File: config.mk
export PLATFORM = sky130hd
export DESIGN_NAME = ins_aligner
export DESIGN_NICKNAME = d
export VERILOG_FILES = /design/src/rtl/ins_aligner_pkg.sv /design/src/rtl/ins_aligner.sv
export SDC_FILE = /design/constraint.sdc
export NUM_CORES = 1
export LEC_CHECK = 0
export ABC_AREA = 1
export BUFFER_PORTS_ARGS = -buffer_cell sky130_fd_sc_hd__buf_2
export CELL_PAD_IN_SITES_DETAIL_PLACEMENT = 0
export CELL_PAD_IN_SITES_GLOBAL_PLACEMENT = 2
export CORE_ASPECT_RATIO = 0.9
export CORE_MARGIN = 3
export CORE_UTILIZATION = 33
export CTS_CLUSTER_DIAMETER = 120
export CTS_CLUSTER_SIZE = 25
export DETAILED_ROUTE_END_ITERATION = 7
export PLACE_DENSITY_LB_ADDON = 0.1
export SYNTH_ARGS = -nofsm -noshare
export SYNTH_HDL_FRONTEND = slang
export SYNTH_SLANG_ARGS = --single-unit
File: constraint.sdc
create_clock -name clk -period 3.75 [get_ports clk]
set_clock_uncertainty 0.1 [all_clocks]
set_input_delay 0.75 -clock clk [delete_from_list [all_inputs] [get_ports clk]]
set_output_delay 0.75 -clock clk [all_outputs]
set_load 0.05 [all_outputs]
File: src/rtl/ins_aligner_pkg.sv
// Shared alignment types and parcel helpers for the fetch/decode boundary.
// Used by the aligner, decoder and fetch logic.
package ins_aligner_pkg;

    localparam int PARCEL_W = 16;

    typedef enum logic [1:0] {
        EMPTY = 2'd0,
        HALF  = 2'd1,
        SKIP  = 2'd2
    } align_state_e;

    function automatic logic is_compressed(
        input logic [PARCEL_W-1:0] parcel
    );
        return parcel[1:0] != 2'b11;
    endfunction

endpackage

File: src/rtl/ins_aligner.sv
// Splits word-aligned fetch words into 16/32-bit instructions,
// re-joining straddling 32-bit instructions across words.
module ins_aligner
    import ins_aligner_pkg::*;
#(
    parameter logic [31:0] RESET_PC = 32'h0000_0000
) (
    input  logic        clk,
    input  logic        rst_n,
    input  logic        fetch_valid,
    input  logic [31:0] fetch_data,
    output logic        fetch_ready,
    input  logic        redirect_valid,
    input  logic [31:0] redirect_pc,
    output logic        ins_valid,
    input  logic        ins_ready,
    output logic [31:0] ins_data,
    output logic [31:0] ins_pc,
    output logic        ins_is_c
);

    localparam logic [31:0] RST_PC = RESET_PC & ~32'h1;
    localparam align_state_e RST_STATE =
        RESET_PC[1] ? SKIP : EMPTY;

    align_state_e state_q, state_d;
    logic [31:0] pc_q, pc_d;
    logic [PARCEL_W-1:0] pend_q, pend_d;
    logic        valid_d;
    logic [31:0] data_d;
    logic [31:0] ipc_d;
    logic        out_free;
    logic        fire;
    logic        pend_c;
    logic [PARCEL_W-1:0] p0, p1;

    assign p0       = fetch_data[15:0];
    assign p1       = fetch_data[31:16];
    assign pend_c   = is_compressed(pend_q);
    assign out_free = !ins_valid || ins_ready;
    // A compressed pending parcel drains without needing a new word.
    assign fetch_ready = out_free && !redirect_valid &&
        (state_q != HALF || !pend_c);
    assign fire = fetch_valid && fetch_ready;

    always_comb begin
        state_d = state_q;
        pc_d    = pc_q;
        pend_d  = pend_q;
        valid_d = ins_valid;
        data_d  = ins_data;
        ipc_d   = ins_pc;
        if (redirect_valid) begin
            valid_d = 1'b0;
            pend_d  = '0;
            pc_d    = redirect_pc & ~32'h1;
            state_d = redirect_pc[1] ? SKIP : EMPTY;
        end else if (out_free) begin
            valid_d = 1'b0;
            unique case (state_q)
                EMPTY: if (fire) begin
                    valid_d = 1'b1;
                    ipc_d   = pc_q;
                    if (is_compressed(p0)) begin
                        data_d  = {16'h0, p0};
                        pend_d  = p1;
                        pc_d    = pc_q + 32'd2;
                        state_d = HALF;
                    end else begin
                        data_d = fetch_data;
                        pc_d   = pc_q + 32'd4;
                    end
                end
                HALF: if (pend_c) begin
                    valid_d = 1'b1;
                    ipc_d   = pc_q;
                    data_d  = {16'h0, pend_q};
                    pc_d    = pc_q + 32'd2;
                    state_d = EMPTY;
                end else if (fire) begin
                    valid_d = 1'b1;
                    ipc_d   = pc_q;
                    data_d  = {p0, pend_q};
                    pend_d  = p1;
                    pc_d    = pc_q + 32'd4;
                end
                SKIP: if (fire) begin
                    pend_d  = p1;
                    state_d = HALF;
                end
                default: state_d = EMPTY;
            endcase
        end
    end

    always_ff @(posedge clk or negedge rst_n) begin
        if (!rst_n) begin
            state_q   <= RST_STATE;
            pc_q      <= RST_PC;
            pend_q    <= '0;
            ins_valid <= 1'b0;
            ins_data  <= '0;
            ins_pc    <= '0;
            ins_is_c  <= 1'b0;
        end else begin
            state_q   <= state_d;
            pc_q      <= pc_d;
            pend_q    <= pend_d;
            ins_valid <= valid_d;
            ins_data  <= data_d;
            ins_pc    <= ipc_d;
            ins_is_c  <= is_compressed(data_d[15:0]);
        end
    end

endmodule

==> reports/metrics.yaml <==
antenna_cells: 0
cts_root_buffer: "clkbuf_16"
leakagePower_nw: 3.791
drive_gt1_share_pct: 22.72
ys_seq_elements: 115
power.density_cell_area_mw_per_mm2: 888.5
wl_um: 19990
crit_required_ns: 2.90
antenna_found_initial: 0
syn2layout_area_growth_pct: 22.55
cp-end-kind: "primary output"
num_vias: 6072
syn-num-nets: 903
critPathLaunchType: "flop"
grt_usage_pct: 19.71
fin_setup_tns_ns: 0
drt_pre_antenna_iters: 6
layout_commonest_cell: "nand2_1"
insertion_delay_ns: 0.42
period_needed_ns: 2.906
slew_headroom_pct: 23.76
netlist_area_mm2: 0.006319
rsz0062_at_grt: "false"
place_hpwl_um: 14370
gr-total-overflow: 0
postCtsSetupBuffers: 0
run_status: "finished clean"
maxCapViolCount: 0
cp_max_fo: 17
post_drt_wl_per_cell_um: 16.53
die_w_um: 151.9
holdCritPathClass: "input pin to asynchronous set/reset pin"
grt_max_degree: 73
tritoncts: "done"
globalplace.congestion: 0.8454
cts_hold_buf: 0
drt-initial-drc-count: 484
route.detailed.drc: 0
crit_arrival_ns: 2.06
rows: 47
grt_pass1_vias: 5804
yosys_warnings: 0
finalPower_mw: 6.880
htreeDepth: 4
placed_cells: 1180
crit_slowest_cell: "dfrtp_1"
synth_cells: 829
crit_path_cell_trace: "inv_1 -> ha_1 -> nand2_2 -> inv_1 -> nor3_2 -> buf_4 -> buf_2"
nets: 1028
synth_seq_area_share_pct: 45.54
crit_type: "flop to primary output"
cp_common_cell: "inv_1"
ios: 136
io_buffers: 134
design.die.area_mm2: 0.02085
start_util_pct: 34.00
maxSlewViolCount: 0
ctsLongestPathBuffers: 2
die_h_um: 137.3
ys_types: 42
clkTransAtPathRegs_ns: 0.05
fin_crit_sh_pct: 77.50
design_area_mm2: 0.007744
clock-sinks: 115
nFillCells: 1975
vdd_ir_drop_max_uv: 319.9
routed_via_density: 5.022
slowest_delay_ns: 0.36
cts_made_buffers: 17
clock.fmax_mhz: 344.1
core_area_mm2: 0.01858
syn-mean-instance-area_um2: 7.622
grt_pass1_wl_um: 32550
final_hold_viol_count: 0
placed_cell_area_mm2: 0.007179
worstMarginPinSlew_ns: 1.140
fin_cells: 1209
ant_nets: 0
final_cell_mix: "nand2_1 (245), buf_2 (133), dfrtp_1 (115)"
ctsResizeCount: 0
finalSetupViolCount: 0
cell usage after synthesis (all sizes together):
cell type / n / area [um^2]
clkbuf: 16 / 60.06
buf: 21 / 153.9
a41oi: 1 / 8.760
o22ai: 9 / 56.30
nand4: 29 / 196.4
inv: 69 / 259.0
o21ai: 81 / 409.2
nand2: 253 / 982.2
a22oi: 1 / 7.510
a21oi: 17 / 88.84
nand3: 90 / 455.4
o21bai: 1 / 7.510
ha: 5 / 62.56
nor2: 80 / 367.9
clkinv: 1 / 3.750
a31oi: 15 / 131.4
dfrtp: 115 / 2878
xor2: 1 / 8.760
o211ai: 8 / 65.06
and2: 1 / 6.260
a21boi: 2 / 26.28
nor3: 10 / 65.06
or2: 3 / 18.77
area by class of cell:
| class | count | area (um^2) | share of cell area (%) |
|---|---|---|---|
| flip-flops and latches | 115 | 2878 | 37.16 |
| clock inverters | 10 | 111.4 | 1.438 |
| clock buffers | 19 | 452.9 | 5.849 |
| repair buffers | 143 | 765.7 | 9.889 |
| inverters | 70 | 262.8 | 3.393 |
| well taps | 245 | 306.5 | 3.959 |
| multi-input cells | 607 | 2967 | 38.31 |
path summary, 6_finish.rpt:
| path | start | endpoint | slack (ns) | depth (start not counted) |
|---|---|---|---|---|
| hold / removal | rst_n | ins_data[2] | 0.32 | 1 |
| setup reg to reg | state_q[1] | pend_q[3] | 1.07 | 7 |
| setup / recovery | state_q[1] | fetch_ready | 0.84 | 7 |
| hold reg to reg | ins_pc[7] | ins_pc[7] | 0.37 | 2 |
| max in group asynchronous | rst_n | pc_q[18] | 2.41 | 2 |
| min in group clk | ins_pc[7] | ins_pc[7] | 0.37 | 2 |
sequential cells by signal, indices dropped and copies added, names as in the netlist:
register / count
state_q: 2
pend_q: 16
pc_q: 31
ins_data: 32
ins_is_c: 1
ins_pc: 32
ins_valid: 1
metrics by stage:
step / hold WS (ns) / setup slack [ns] / util (%)
after floorplan: 0.3537 / 1.192 / -
after global placement: 0.3590 / 0.9661 / 38.63
after detailed placement: 0.3644 / 0.8683 / 38.63
after CTS: 0.3534 / 0.8077 / 41.67
after global routing: 0.3813 / 0.6758 / 41.67
final: 0.3229 / 0.8439 / 41.67
cells by family (layout without fill, tap and decap cells):
group                      Yosys count  after routing  synth area share [%]
adders and majority gates            5              5                0.9901
xor gates and xnor gates             1              1                0.1386
and+or+nand+nor                    466            466                 33.11
AOI/OAI and AO/OA                  135            135                 12.67
buffers and inverters              107            242                 7.544
DFF                                115            115                 45.54
per-layer routing:
metal	vias to the layer above	wire (um)	share of wire [%]	global-route usage, %
met1	2881	10460	52	29.58
li1	2997	-	-	-
met5	-	0	0	0
met3	13	1134	5.7	4.899
met2	181	8231	41	28.65
met4	0	164	0.82	4.343
critical path: cells and delay by family, from the launching register on:
kind,cells,cell delay (ns)
buffers and inverters,4,0.72
flip-flops,1,0.36
adder cells (fa/ha/maj),1,0.29
AND/OR/NAND/NOR,2,0.26
power by group:
part | total, mW | switching (mW) | internal [mW]
Combinational | 3.18 | 2.38 | 0.801
Clock | 1.58 | 0.584 | 0.995
Sequential | 2.12 | 0.383 | 1.74
Total | 6.88 | 3.34 | 3.54
No activity file was read; power rests on OpenSTA's default activity.
